<file path="src/rtl/wb_bist_pkg.sv">
// Shared types and constants for the Wishbone SDRAM BIST master.
//   state_e : controller FSM states
//   mode_e  : data pattern selection
//   CTI_*   : Wishbone cycle type codes
//   LFSR_*  : pattern LFSR seed and Galois feedback mask
package wb_bist_pkg;

    typedef enum logic [2:0] {
        IDLE      = 3'd0,
        WAIT_INIT = 3'd1,
        WR_BURST  = 3'd2,
        WR_GAP    = 3'd3,
        RD_BURST  = 3'd4,
        RD_GAP    = 3'd5,
        DONE      = 3'd6
    } state_e;

    typedef enum logic [1:0] {
        MODE_INDEX     = 2'd0,
        MODE_WALK1     = 2'd1,
        MODE_LFSR      = 2'd2,
        MODE_INV_INDEX = 2'd3
    } mode_e;

    localparam logic [2:0] CTI_CLASSIC = 3'b000;
    localparam logic [2:0] CTI_INCR    = 3'b010;
    localparam logic [2:0] CTI_EOB     = 3'b111;

    localparam logic [31:0] LFSR_SEED = 32'hACE1_0001;
    // x^32 + x^22 + x^2 + x + 1, right-shifting Galois form
    localparam logic [31:0] LFSR_TAPS = 32'h8020_0003;

    function automatic logic [31:0] lfsr_step(input logic [31:0] s);
        return (s >> 1) ^ (s[0] ? LFSR_TAPS : 32'h0);
    endfunction

endpackage

</file>
<file path="src/rtl/wb_bist_patgen.sv">
// Test pattern generator: one registered word per global beat index.
//   clk, rst_n : clock, async active-low reset
//   mode       : pattern select (held stable during a test)
//   restart    : next word is beat 0 of the pattern
//   advance    : next word is the following beat
//   word       : current expected / write data word
module wb_bist_patgen
    import wb_bist_pkg::*;
#(
    parameter int unsigned DW = 32
) (
    input  logic          clk,
    input  logic          rst_n,
    input  mode_e         mode,
    input  logic          restart,
    input  logic          advance,
    output logic [DW-1:0] word
);

    localparam int unsigned SW = (DW > 1) ? $clog2(DW) : 1;

    logic [31:0] k_q, k_n;
    logic [31:0] lfsr_q, lfsr_n;

    function automatic logic [DW-1:0] pattern(input mode_e m, input logic [31:0] k,
                                              input logic [31:0] l);
        case (m)
            MODE_INDEX: return DW'(k);
            MODE_WALK1: return DW'(1) << k[SW-1:0];
            MODE_LFSR:  return DW'(l);
            default:    return ~DW'(k);
        endcase
    endfunction

    // Beat index and LFSR state for the word that follows
    always_comb begin
        k_n    = k_q;
        lfsr_n = lfsr_q;
        if (restart) begin
            k_n    = 32'd0;
            lfsr_n = LFSR_SEED;
        end else if (advance) begin
            k_n    = k_q + 32'd1;
            lfsr_n = lfsr_step(lfsr_q);
        end
    end

    always_ff @(posedge clk or negedge rst_n) begin
        if (!rst_n) begin
            k_q    <= '0;
            lfsr_q <= '0;
            word   <= '0;
        end else begin
            k_q    <= k_n;
            lfsr_q <= lfsr_n;
            if (restart || advance) word <= pattern(mode, k_n, lfsr_n);
        end
    end

endmodule

</file>
<file path="src/rtl/wb_sdram_bist.sv">
// Wishbone master BIST: writes a pattern over a region in incrementing
// bursts, reads it back, counts mismatches, aborts on an ack watchdog.
//   wb_clk_i, wb_rst_n_i      : clock, async active-low reset
//   start_i, mode_i, base_addr_i : test launch and configuration
//   sdr_init_done_i           : controller ready
//   wb_*                      : Wishbone master port (byte addressed)
//   busy_o, done_o, pass_o, timeout_o, err_cnt_o, first_err_addr_o : status
module wb_sdram_bist
    import wb_bist_pkg::*;
#(
    parameter int unsigned APP_AW     = 26,
    parameter int unsigned APP_DW     = 32,
    parameter int unsigned BURST_LEN  = 4,
    parameter int unsigned NUM_BURSTS = 16,
    parameter int unsigned TIMEOUT    = 256
) (
    input  logic                  wb_clk_i,
    input  logic                  wb_rst_n_i,
    input  logic                  start_i,
    input  logic [1:0]            mode_i,
    input  logic [APP_AW-1:0]     base_addr_i,
    input  logic                  sdr_init_done_i,
    output logic                  wb_cyc_o,
    output logic                  wb_stb_o,
    output logic                  wb_we_o,
    output logic [APP_AW-1:0]     wb_addr_o,
    output logic [APP_DW-1:0]     wb_dat_o,
    output logic [APP_DW/8-1:0]   wb_sel_o,
    output logic [2:0]            wb_cti_o,
    input  logic                  wb_ack_i,
    input  logic [APP_DW-1:0]     wb_dat_i,
    output logic                  busy_o,
    output logic                  done_o,
    output logic                  pass_o,
    output logic                  timeout_o,
    output logic [15:0]           err_cnt_o,
    output logic [APP_AW-1:0]     first_err_addr_o
);

    localparam int unsigned BYTES  = APP_DW / 8;
    localparam int unsigned BEAT_W = 4;
    localparam int unsigned BCNT_W = 12;
    localparam int unsigned WD_W   = $clog2(TIMEOUT + 1);

    state_e              state_q, state_n;
    mode_e               mode_q, mode_n;
    logic [APP_AW-1:0]   base_q, base_n;
    logic [BEAT_W-1:0]   beat_q, beat_n;
    logic [BCNT_W-1:0]   burst_q, burst_n;
    logic [WD_W-1:0]     wd_q, wd_n;
    logic                cyc_n, stb_n, we_n;
    logic [APP_AW-1:0]   addr_n, ferr_n;
    logic [2:0]          cti_n;
    logic                busy_n, done_n, pass_n, timeout_n;
    logic [15:0]         err_n;
    logic                pat_restart, pat_advance;

    function automatic logic [2:0] cti_of(input logic [BEAT_W-1:0] b);
        if (BURST_LEN == 1) return CTI_CLASSIC;
        return (b == BEAT_W'(BURST_LEN - 1)) ? CTI_EOB : CTI_INCR;
    endfunction

    wb_bist_patgen #(.DW(APP_DW)) u_patgen (
        .clk     (wb_clk_i),
        .rst_n   (wb_rst_n_i),
        .mode    (mode_q),
        .restart (pat_restart),
        .advance (pat_advance),
        .word    (wb_dat_o)
    );

    always_ff @(posedge wb_clk_i or negedge wb_rst_n_i) begin
        if (!wb_rst_n_i) state_q <= IDLE;
        else             state_q <= state_n;
    end

    // Next state and next value of every registered output
    always_comb begin
        state_n     = state_q;
        mode_n      = mode_q;
        base_n      = base_q;
        beat_n      = beat_q;
        burst_n     = burst_q;
        wd_n        = '0;
        cyc_n       = wb_cyc_o;
        stb_n       = wb_stb_o;
        we_n        = wb_we_o;
        addr_n      = wb_addr_o;
        cti_n       = wb_cti_o;
        busy_n      = busy_o;
        done_n      = done_o;
        pass_n      = pass_o;
        timeout_n   = timeout_o;
        err_n       = err_cnt_o;
        ferr_n      = first_err_addr_o;
        pat_restart = 1'b0;
        pat_advance = 1'b0;

        case (state_q)
            IDLE, DONE: begin
                if (start_i) begin
                    state_n   = WAIT_INIT;
                    mode_n    = mode_e'(mode_i);
                    base_n    = base_addr_i;
                    busy_n    = 1'b1;
                    done_n    = 1'b0;
                    pass_n    = 1'b0;
                    timeout_n = 1'b0;
                    err_n     = '0;
                    ferr_n    = '0;
                end
            end
            WAIT_INIT: begin
                if (sdr_init_done_i) begin
                    state_n     = WR_BURST;
                    pat_restart = 1'b1;
                    beat_n      = '0;
                    burst_n     = '0;
                    addr_n      = base_q;
                    cyc_n       = 1'b1;
                    stb_n       = 1'b1;
                    we_n        = 1'b1;
                    cti_n       = cti_of('0);
                end
            end
            WR_BURST, RD_BURST: begin
                if (wb_stb_o && !wb_ack_i) begin
                    wd_n = wd_q + WD_W'(1);
                    if (wd_q == WD_W'(TIMEOUT - 1)) begin
                        state_n   = DONE;
                        wd_n      = '0;
                        cyc_n     = 1'b0;
                        stb_n     = 1'b0;
                        we_n      = 1'b0;
                        cti_n     = CTI_CLASSIC;
                        busy_n    = 1'b0;
                        done_n    = 1'b1;
                        pass_n    = 1'b0;
                        timeout_n = 1'b1;
                    end
                end else if (wb_stb_o && wb_ack_i) begin
                    pat_advance = 1'b1;
                    addr_n      = wb_addr_o + APP_AW'(BYTES);
                    if (state_q == RD_BURST && wb_dat_i != wb_dat_o) begin
                        if (err_cnt_o == 16'h0)    ferr_n = wb_addr_o;
                        if (err_cnt_o != 16'hFFFF) err_n  = err_cnt_o + 16'd1;
                    end
                    if (beat_q == BEAT_W'(BURST_LEN - 1)) begin
                        beat_n = '0;
                        cyc_n  = 1'b0;
                        stb_n  = 1'b0;
                        cti_n  = CTI_CLASSIC;
                        if (state_q == WR_BURST) begin
                            state_n = WR_GAP;
                        end else if (burst_q == BCNT_W'(NUM_BURSTS - 1)) begin
                            state_n = DONE;
                            we_n    = 1'b0;
                            busy_n  = 1'b0;
                            done_n  = 1'b1;
                            pass_n  = (err_n == 16'h0) && !timeout_o;
                        end else begin
                            state_n = RD_GAP;
                        end
                    end else begin
                        beat_n = beat_q + BEAT_W'(1);
                        cti_n  = cti_of(beat_q + BEAT_W'(1));
                    end
                end
            end
            WR_GAP: begin
                cyc_n = 1'b1;
                stb_n = 1'b1;
                cti_n = cti_of('0);
                if (burst_q == BCNT_W'(NUM_BURSTS - 1)) begin
                    // Read phase replays the region from the base
                    state_n     = RD_BURST;
                    burst_n     = '0;
                    addr_n      = base_q;
                    we_n        = 1'b0;
                    pat_restart = 1'b1;
                end else begin
                    state_n = WR_BURST;
                    burst_n = burst_q + BCNT_W'(1);
                    we_n    = 1'b1;
                end
            end
            RD_GAP: begin
                state_n = RD_BURST;
                burst_n = burst_q + BCNT_W'(1);
                cyc_n   = 1'b1;
                stb_n   = 1'b1;
                we_n    = 1'b0;
                cti_n   = cti_of('0);
            end
            default: state_n = IDLE;
        endcase
    end

    always_ff @(posedge wb_clk_i or negedge wb_rst_n_i) begin
        if (!wb_rst_n_i) begin
            mode_q           <= MODE_INDEX;
            base_q           <= '0;
            beat_q           <= '0;
            burst_q          <= '0;
            wd_q             <= '0;
            wb_cyc_o         <= 1'b0;
            wb_stb_o         <= 1'b0;
            wb_we_o          <= 1'b0;
            wb_addr_o        <= '0;
            wb_sel_o         <= '0;
            wb_cti_o         <= CTI_CLASSIC;
            busy_o           <= 1'b0;
            done_o           <= 1'b0;
            pass_o           <= 1'b0;
            timeout_o        <= 1'b0;
            err_cnt_o        <= '0;
            first_err_addr_o <= '0;
        end else begin
            mode_q           <= mode_n;
            base_q           <= base_n;
            beat_q           <= beat_n;
            burst_q          <= burst_n;
            wd_q             <= wd_n;
            wb_cyc_o         <= cyc_n;
            wb_stb_o         <= stb_n;
            wb_we_o          <= we_n;
            wb_addr_o        <= addr_n;
            wb_sel_o         <= '1;
            wb_cti_o         <= cti_n;
            busy_o           <= busy_n;
            done_o           <= done_n;
            pass_o           <= pass_n;
            timeout_o        <= timeout_n;
            err_cnt_o        <= err_n;
            first_err_addr_o <= ferr_n;
        end
    end

endmodule

</file>
<file path="config.mk">
export PLATFORM = sky130hd
export DESIGN_NAME = wb_sdram_bist
export DESIGN_NICKNAME = d
export VERILOG_FILES = /design/src/rtl/wb_bist_pkg.sv /design/src/rtl/wb_bist_patgen.sv /design/src/rtl/wb_sdram_bist.sv
export SDC_FILE = /design/constraint.sdc
export NUM_CORES = 1
export LEC_CHECK = 0
export ABC_AREA = 1
export BUFFER_PORTS_ARGS = -buffer_cell sky130_fd_sc_hd__buf_2
export CAP_MARGIN = 20
export CELL_PAD_IN_SITES_DETAIL_PLACEMENT = 1
export CELL_PAD_IN_SITES_GLOBAL_PLACEMENT = 1
export CORE_MARGIN = 8
export CORE_UTILIZATION = 46
export DETAILED_ROUTE_END_ITERATION = 7
export PLACE_DENSITY = 0.9
export SYNTH_ARGS = -nofsm -noshare
export SYNTH_HDL_FRONTEND = slang
export SYNTH_HIERARCHICAL = 1
export SYNTH_SLANG_ARGS = --single-unit
</file>
<file path="constraint.sdc">
create_clock -name wb_clk_i -period 4.4 [get_ports wb_clk_i]
set_input_delay 0.44 -clock wb_clk_i [delete_from_list [all_inputs] [get_ports wb_clk_i]]
set_output_delay 0.44 -clock wb_clk_i [all_outputs]
set_load 0.01 [all_outputs]
</file>
=== Yosys cells after proc, flatten, opt, wreduce, memory -nomap -nowiden ===
Cells that the tools add are included.
Widths: inputs -> output; s select.

* Flip-flop bits (word level): 230
* Input port bits: 65
* Logic and storage cells: 179

* Add/sub/neg operators: 6
* Equal/unequal tests: 28
* Shift operators: 1
* Mux-type cells: 90
* Bitwise gates (word level): 2
* Reductions and logical operators: 32

{| class="wikitable"
|+ Operators with widths
! kind !! number
|-
| $mux 26 || 9
|-
| $mux 32 || 5
|-
| $mux 16 || 8
|-
| $pmux 32 s3 || 1
|-
| $pmux 26 s3 || 1
|-
| $pmux 26 s2 || 1
|-
| $mux 3 || 13
|-
| $pmux 12 s3 || 1
|-
| $add 32x1->32 const B || 1
|-
| $logic_not 16->1 || 2
|-
| $ne 32x32->1 || 1
|-
| $not 32->32 || 1
|-
| $pmux 16 s2 || 1
|-
| $shl 1x5->32 const A || 1
|-
| $xor 31x32->32 || 1
|-
| $mux 1 || 30
|-
| $mux 9 || 3
|-
| $add 26x3->26 const B || 1
|-
| $mux 12 || 2
|-
| $ne 2x2->1 const B || 9
|-
| $add 16x1->16 const B || 1
|-
| $mux 4 || 4
|-
| $ne 16x16->1 const B || 1
|-
| $reduce_and 4->1 || 4
|-
| 32 further kinds || 57
|}

=== Longest topological paths before layout ===
Gate-level depths: netlist (run 1).

* Depth in word-level cells: 14
* Mapped depth: 20

=== By module ===
The synthesis (run 1) kept the hierarchy.

{| class="wikitable"
|+ By module, submodules not included
! module !! times used !! cells an instance !! area each (µm²) !! seq. area each (µm²)
|-
| wb_sdram_bist || 1 || 1014 || 7647.3 || 3328.2
|-
| wb_bist_patgen || 1 || 793 || 5559.1 || 2402.3
|}

=== Worst setup path before layout (run 1) ===
OpenSTA, ideal clock, no wires.

* Kind: reg-to-reg
* Start: register state_q[0]
* End: register u_patgen.word[25]
* Library setup time: 0.113 ns
* Arrival: 2.474 ns
* Data required time: 4.287 ns
* Path slack: 1.813 ns
* Stages on the path, launching flop included: 19
* Path buffers: 2
* Period minus slack after synthesis: 2.587 ns
* Cells stage by stage: dfrtp_1 > inv_2 > nand3_1 > nand2_2 > nand3_2 > inv_1 > clkbuf_1 > buf_6 > nand3_2 > nor2_4 > nand2_4 > nor2_8 > nand3_1 > nand2_1 > nand3_1 > nand2_1 > nand3_1 > nand2_1 > inv_1

* Cells in the longest elaborated chain, start to end: 7
* Elaborated cells between the ends (all ways): 15

{| class="wikitable"
|+ RTL lines
! what !! line !! RTL
|-
| start: declaration || wb_sdram_bist.sv:45 || <nowiki>state_e state_q, state_n;</nowiki>
|-
| start signal: assignment || wb_sdram_bist.sv:74 || <nowiki>else state_q <= state_n;</nowiki>
|-
| $eq 3x3->1 / $eq 3x2->1 (equally long branches) || wb_sdram_bist.sv:99 || <nowiki>case (state_q)</nowiki>
|-
| $reduce_or 2->1 * || wb_sdram_bist.sv:99 ||
|-
| $mux 1 * || wb_sdram_bist.sv:99 ||
|-
| via pat_advance || wb_sdram_bist.sv:56 || <nowiki>logic pat_restart, pat_advance;</nowiki>
|-
| $mux 32 || wb_bist_patgen.sv:42 || <nowiki>end else if (advance) begin</nowiki>
|-
| $mux 32 || wb_bist_patgen.sv:39 || <nowiki>if (restart) begin</nowiki>
|-
| $shl 1x5->32 / $not 32->32 (equally long branches) || wb_bist_patgen.sv:29, wb_bist_patgen.sv:31 ||
|-
| $pmux 32 s3 || wb_bist_patgen.sv:27 || <nowiki>case (m)</nowiki>
|-
| end signal: assignment || wb_bist_patgen.sv:56 || <nowiki>if (restart || advance) word <= pattern(mode, k_n, lfsr_n);</nowiki>
|-
| end: declaration || wb_bist_patgen.sv:17 || <nowiki>output logic [DW-1:0] word</nowiki>
|}

The timed path passes the listed nets; every way through them passes the cells marked *.
A chain may end at the register's enable or synchronous reset.

=== Final worst setup path (run 1) ===
* Start: register burst_q[0]
* End: register u_patgen.word[19]

* Cells in the longest elaborated chain, start to end: 6
* Elaborated cells between the ends (all ways): 9

{| class="wikitable"
|+ RTL lines
! what !! line !! RTL
|-
| start: declaration || wb_sdram_bist.sv:49 || <nowiki>logic [BCNT_W-1:0] burst_q, burst_n;</nowiki>
|-
| start signal: assignment || wb_sdram_bist.sv:222 || <nowiki>burst_q <= burst_n;</nowiki>
|-
| $eq 12x4->1 || wb_sdram_bist.sv:174 || <nowiki>if (burst_q == BCNT_W'(NUM_BURSTS - 1)) begin</nowiki>
|-
| $mux 1 || wb_sdram_bist.sv:174 ||
|-
| $pmux 1 s2 || wb_sdram_bist.sv:99 ||
|-
| $mux 32 || wb_bist_patgen.sv:39 ||
|-
| via u_patgen.k_n[3] || wb_bist_patgen.sv:22 || <nowiki>logic [31:0] k_q, k_n;</nowiki>
|-
| $shl 1x5->32 || wb_bist_patgen.sv:29 || <nowiki>MODE_WALK1: return DW'(1) << k[SW-1:0];</nowiki>
|-
| $pmux 32 s3 || wb_bist_patgen.sv:27 ||
|}

The timed path passes the listed nets, and every way through them passes these cells.

==> reports/results.md, run 1 <==
### Timing
• 303 MHz — Max Clock Freq
• 30 — Hold Fails Final Rpt
• 3.30 ns — minimum clock period after layout
• 0.0218 ns — Final Skew
• 34.7% — Rel. slew slack
• 0 — Final Max Slew Viols
• 0.980 ns — measured slew at the worst slew-check pin
• -0.0657 ns — worst hold margin
• 0 ns — final total negative setup slack
• no — setup repair after global routing missed its margin
• 0 — setup-violating endpoint count in the final report
• 75.0% — final clock period utilization by the worst path

### Synthesis
• 61 — number of library cell types mapped by synthesis
• 0 — EDFF count, synth
• 13200 µm² — combined area of all synthesized cells
• sky130_fd_sc_hd__dfrtp_1 — dominant synthesized flop cell
• 7.31 µm² — synthesized area per cell
• 100% — fraction of registers with async set or reset after synthesis
• 1880 — Post-Synthesis Net Count
• 1807 — Syn Inst Count
• 6 — Warnings, synthesis
• 43.4% — post-synthesis sequential area ratio
• 229 — Synth Register Bits

### CTS
• 1 — Clock H-tree levels
• 0 — post-CTS setup buffer count
• 3 — number of buffers on the longest clock path
• 0.06 ns — register clock-pin slew on the reported worst setup and hold paths
• 229 — clock tree sinks
• 0 — hold buffer count at CTS
• 0 — count of cells resized by post-cts repair
• 27 — total clock buffers created by CTS
• 0.56 ns — clock network latency to the later pin of the worst-skew pair
• yes — clock tree from TritonCTS
• sky130_fd_sc_hd__clkbuf_16 — clk root buf

### Pwr
• 676 nW/µm² — Power Dens Cells
• 288 µV — worst IR drop on VDD
• 44.5% — Gate power share
• 0.00548 W — internal portion of total power
• 33.7% — proportion of power drawn by flip-flops and latches
• 7.83 nW — Static Leakage
• 21.8% — Clock power frac
• 0.00482 W — Switching Power
• 0.0103 W — Tot Pwr
• 46.8% — sw frac

### Critical path
• 3.74 ns — WP data arrival
• flop — critical path capture point type
• flop — startpoint class of the critical path
• 0.46 ns — largest incremental delay on the critical path
• 32 — CP Max Fanout
• buffers and inverters — crit-path leading delay family
• ha_1, nand2_1, inv_2, nand2_1, nor3_1, nand3_1, nand2_1, inv_2, buf_4, nand3_2, inv_2, nor2_1, a21oi_1, o21ai_0, nand2_1, nand2_1 — Cell Chain, Critical Path
• 4.84 ns — critical path required time
• sky130_fd_sc_hd__nand2_1 — most used cell, CP
• sky130_fd_sc_hd__buf_4 — Slowest cell on crit path
• 4 — crit path buf inv count
• flop to flop — category of the critical setup timing path

### Min path
• input port to async pin — class of the most critical hold timing path

### Route
• 20.5 µm — WL per Instance
• 13400 — total vias in the final route
• 48.5 mm — wire length reported by the detailed router
• 0 — DRC violations left
• 1232 — DRC marker count from the first detailed-route iteration
• 5 — TritonRoute pass-1 iters
• 0 — Antenna Nets Post-Route
• 5.70 — average via count per standard cell

### Global route
• 14100 — via count of the first global-routing pass
• 118 — maximum number of pins on one net before global-route repair
• 28.0% — Total Routing Usage GR
• 77.2 mm — global-route wire length before repair
• 0 — overall overflow remaining after global route
• 0 — number of antenna violations at the first check in global routing

### Floorplan
• 62 — # rows
• 179 — Top Ports
• 46.4% — effective utilization at floorplan
• 34400 µm² — die footprint
• 185 µm — Die Y-Extent
• 185 µm — Die Span X
• 28500 µm² — area inside the core boundary

### Place
• 0.931 — Final GP Congestion
• 35.0 mm — dpl hpwl
• 178 — Port-buffer cells

### Outcome
• finished with violations — run status
• negative hold slack — violated checks

### Final layout
• 2033 — net total in the final layout
• 17.8% — share of post-route cells with drive strength above 1
• sky130_fd_sc_hd__nand2_1 — leading cell type in the layout, fill and taps excluded
• sky130_fd_sc_hd__nand2_1 (558), sky130_fd_sc_hd__dfrtp_1 (229), sky130_fd_sc_hd__nor2_1 (197), sky130_fd_sc_hd__buf_2 (177), sky130_fd_sc_hd__inv_1 (172) — commonest cells after routing, fill and taps aside
• 15.3% — P&R area growth vs syn
• 0 — Antenna Cells

### Flow run
• 0 — max-cap violations

[kinds of logic after synthesis]
logic type / count (synthesis) / synth area share (%)
AO/OA/AOI/OAI: 240 / 10.7
XOR/XNOR: 37 / 2.45
adder cells (fa/ha/maj): 8 / 0.758
buffers and inverters: 259 / 8.14
flip-flops: 229 / 43.4
multiplexers: 1 / 0.0853
other: 1 / 0.0284
AND/OR/NAND/NOR: 1032 / 34.5
[cells in the mapped netlist, drive strengths merged (10+ instances only)]
cell    count  area [µm²]
a21oi      63         319
a31oi      10        62.6
nand3     145         796
o21ai     132         736
nand4      34         213
nor3       27         170
clkbuf     30         113
nand2     576        2220
nor2      221         936
xnor2      27         236
dfrtp     229        5730
xor2       10        87.6
inv       189         709
or2        10        62.6
buf        39         249
[stage by stage]
stage	instances	utilization [%]	hold slack (ns)	area [µm²]	worst slack, ns
3_3_place_gp	2315	50.4	0.452	14300	1.36
2_1_floorplan	1807	-	0.144	13200	1.81
4_1_cts	2361	53.5	0.00289	15200	1.15
3_5_place_dp	2315	50.4	0.457	14300	1.21
6_report	2361	53.5	-0.0657	15200	1.10
5_1_grt	2361	53.5	0.0230	15200	0.908
[cell type report]
type,instances,area (µm²)
flip-flops and latches,229,5730
clock inverters,7,75.1
repair buffers,193,1010
multi-input cells,1319,6410
clock buffers,39,801
fillers,3670,13200
inverters,190,713
well taps,384,480
[sequential cells by signal (all words and copies together) (netlist names), 2 cells and up]
name              cells
wd_q                  9
beat_q                4
burst_q              12
wb_addr_o            26
first_err_addr_o     26
base_q               26
u_patgen/word        32
mode_q                2
wb_cti_o              2
u_patgen/k_q         32
err_cnt_o            16
u_patgen/lfsr_q      32
state_q               3
[path summary, 6_finish.rpt]
path | slack, ns | end | cells after the start | startpoint
setup / recovery | 1.10 | u_patgen/word[19] | 16 | burst_q[0]
hold / removal | -0.07 | wd_q[5] | 1 | wb_rst_n_i
setup reg to reg | 1.10 | u_patgen/word[19] | 16 | burst_q[0]
hold reg to reg | 0.48 | first_err_addr_o[18] | 2 | first_err_addr_o[18]
max in group asynchronous | 3.19 | err_cnt_o[10] | 2 | wb_rst_n_i
min in group wb_clk_i | 0.08 | base_q[12] | 3 | base_addr_i[12]
[power groups by stage]
| stage | logic [W] | registers [W] | clock network (W) |
|---|---|---|---|
| floorplan | 0.00283 | 0.00340 | 0 |
| global placement | 0.00425 | 0.00342 | 0 |
| detailed placement | 0.00444 | 0.00346 | 0 |
| CTS | 0.00453 | 0.00345 | 0.00227 |
| global route | 0.00500 | 0.00354 | 0.00235 |
| finish | 0.00458 | 0.00347 | 0.00225 |
[worst register-to-register path: cells and delay by family (launching register included)]
kind,cells,cell delay (ns)
flip-flops,1,0.41
adder cells (fa/ha/maj),1,0.25
buffers and inverters,4,1.16
AND/OR/NAND/NOR,9,1.01
AO/OA/AOI/OAI,2,0.34
[routing by layer]
layer	track usage, %	part of all wire, %	wire (µm)
met1	36.8	43	20800
met2	46.2	47	22700
met3	4.22	6.9	3340
met4	10.7	3.4	1670
met5	0	0	0
(Power assumes the default switching activity.)
==> run 2, diff against run 1 <==
Settings changed: CORE_UTILIZATION 46 to 42, PLACE_DENSITY 0.9 to 0.83.
Clock period 4.4 ns to 3.14 ns, I/O delays scaled along.
==> run 2 against run 1 <==
  * The run now ends clean
  * Clock skew decreased by 0.0033 ns
  * Register-to-register slack got worse by 0.77 ns
  * Die area increased by 8.7%
  * Clock-buffer cell count increased by 4
  * Final cell count increased by 2.9%
  * Highest routed layer unchanged
==> reports/results.md, run 2 (synthesis gave the netlist of run 1 again) <==
### Route
• 5.51 — average via count per standard cell
• 20.0 µm — WL per Instance
• 0 — Antenna Nets Post-Route
• 5 — TritonRoute pass-1 iters
• 1027 — DRC marker count from the first detailed-route iteration
• 0 — DRC violations left
• 13400 — total vias in the final route
• 48.7 mm — wire length reported by the detailed router

### Final layout
• 18.3% — share of post-route cells with drive strength above 1
• 2430 — number of cells in the finished layout apart from fillers
• 19.4% — P&R area growth vs syn
• 0 — Antenna Cells
• sky130_fd_sc_hd__nand2_1 — leading cell type in the layout, fill and taps excluded
• sky130_fd_sc_hd__nand2_1 (558), sky130_fd_sc_hd__dfrtp_1 (229), sky130_fd_sc_hd__nor2_1 (197), sky130_fd_sc_hd__buf_2 (177), sky130_fd_sc_hd__inv_1 (171) — commonest cells after routing, fill and taps aside
• u_patgen/k_q: 32 flops, u_patgen/lfsr_q: 32 flops, u_patgen/word: 32 flops — largest registers ranked by flip-flop count
• 2080 — net total in the final layout
• 50.5% — Final Util

### Timing
• 0.327 ns — Final WS setup
• no — setup repair after global routing missed its margin
• 0 — Hold Fails Final Rpt
• 0 — setup-violating endpoint count in the final report
• 356 MHz — Max Clock Freq
• 0.0186 ns — Final Skew
• 0.764 ns — measured slew at the worst slew-check pin
• 89.6% — final clock period utilization by the worst path
• 0 ns — final total negative setup slack
• 0.136 ns — worst hold margin
• 2.81 ns — minimum clock period after layout
• 0 — Final Max Slew Viols
• 48.7% — Rel. slew slack

### Critical path
• flop to flop — category of the critical setup timing path
• simple AND/OR/NAND/NOR gates — crit-path leading delay family
• nor2_1, nand2_2, nand2_2, nand3_2, clkinvlp_4, nand3_1, o21bai_1, nand3_2, nand2_2, inv_1, nand2_1, nand3_1, o21ai_1, nand2_1 — Cell Chain, Critical Path
• flop — critical path capture point type
• sky130_fd_sc_hd__nand2_2 — most used cell, CP
• 3.57 ns — critical path required time
• 0.44 ns — largest incremental delay on the critical path
• u_patgen/word[12] — FF-to-FF End
• 0.33 ns — reg-to-reg setup timing slack
• 2 — crit path buf inv count
• 13 — CP Max Fanout
• 3.25 ns — WP data arrival
• state_q[1] — R2R Path Start
• sky130_fd_sc_hd__dfrtp_1 — Slowest cell on crit path
• flop — startpoint class of the critical path
• 14 — r2r worst-path depth

### Place
• 178 — Port-buffer cells
• 0.906 — Final GP Congestion
• 35.5 mm — dpl hpwl
• 2351 — number of instances in the placed design
• 0.220 ns — worst slack after detailed placement

### Pwr
• 420 µV — worst IR drop on VDD
• 8.06 nW — Static Leakage
• 936 nW/µm² — Power Dens Cells

### CTS
• 27 — total clock buffers created by CTS
• 1 — Clock H-tree levels
• 3 — number of buffers on the longest clock path
• 229 — clock tree sinks
• 0.56 ns — clock network latency to the later pin of the worst-skew pair
• yes — clock tree from TritonCTS
• sky130_fd_sc_hd__clkbuf_16 — clk root buf
• 0.06 ns — register clock-pin slew on the reported worst setup and hold paths

### Global route
• 14300 — via count of the first global-routing pass
• 79.1 mm — global-route wire length before repair
• 87 — maximum number of pins on one net before global-route repair
• 0 — overall overflow remaining after global route
• 25.7% — Total Routing Usage GR
• 0 — number of antenna violations at the first check in global routing

### Floorplan
• 65 — # rows
• 42.3% — effective utilization at floorplan
• 193 µm — Die Span X
• 179 — Top Ports
• 37400 µm² — die footprint
• 193 µm — Die Y-Extent
• 31200 µm² — area inside the core boundary

### Min path
• state_q[0] — Worst Hold Path EP
• input port to flop — class of the most critical hold timing path
• 4 — hold depth
• sdr_init_done_i — start point of the worst min-delay path

### Outcome
• finished, final reports clean — run status

### Flow run
• 0 — max-cap violations

run 2: cell type report:
type	instances	area [µm²]
fill	4043	15500
multi-input combinational	1319	6420
sequential	229	5730
timing repair buffer	240	1480
clock buffer	43	816
inverter	190	717
tap	402	503
clock inverter	7	104
run 2: where the power goes:
| group | total, W | internal [W] | switching (W) |
|---|---|---|---|
| sequential | 0.00484 | 0.00390 | 0.000940 |
| clock | 0.00328 | 0.00195 | 0.00133 |
| combinational | 0.00664 | 0.00210 | 0.00454 |
| total | 0.0148 | 0.00795 | 0.00681 |
run 2: worst max path at each step:
| stage | start | endpoint | slack, ns | depth (start not counted) |
|---|---|---|---|---|
| 2_1_floorplan | state_q[0] | u_patgen/word[25] | 0.55 | 18 |
| 3_3_place_gp | state_q[0] | u_patgen/word[20] | 0.30 | 14 |
| 3_5_place_dp | state_q[1] | u_patgen/word[13] | 0.22 | 14 |
| 4_1_cts | state_q[1] | u_patgen/word[13] | 0.19 | 14 |
| 5_1_grt | burst_q[0] | u_patgen/word[20] | 0.06 | 16 |
| 6_report | state_q[1] | u_patgen/word[12] | 0.33 | 14 |
run 2: routing by layer:
metal	wire length, µm	vias to the layer above	global-route usage, %
met5	0	-	0
met4	1420	0	8.49
met3	2540	106	3.35
met2	23700	427	43.6
met1	21100	6649	33.5
li1	-	6198	-
run 2: through the flow:
stage | power [W] | cell area (µm²)
final | 0.0148 | 15800
after global routing | 0.0157 | 15800
after CTS | 0.0147 | 15800
after detailed placement | 0.0113 | 14500
after global placement | 0.0110 | 14500
after floorplan | 0.00873 | 13200
run 2: worst min-delay path: stages:
cell	delay (ns)
sky130_fd_sc_hd__buf_2	0.13
sky130_fd_sc_hd__nor2_2	0.07
sky130_fd_sc_hd__inv_1	0.07
sky130_fd_sc_hd__nand2_1	0.07
run 2: what timing repair did:
| item | CTS | global route |
|---|---|---|
| hold buffers | 29 | 0 |
| endpoints found under the hold margin | 111 | 0 |
| setup buffers | 0 | 0 |
| gates resized for setup | 0 | 4 |
| setup endpoints to repair | 0 | 5 |
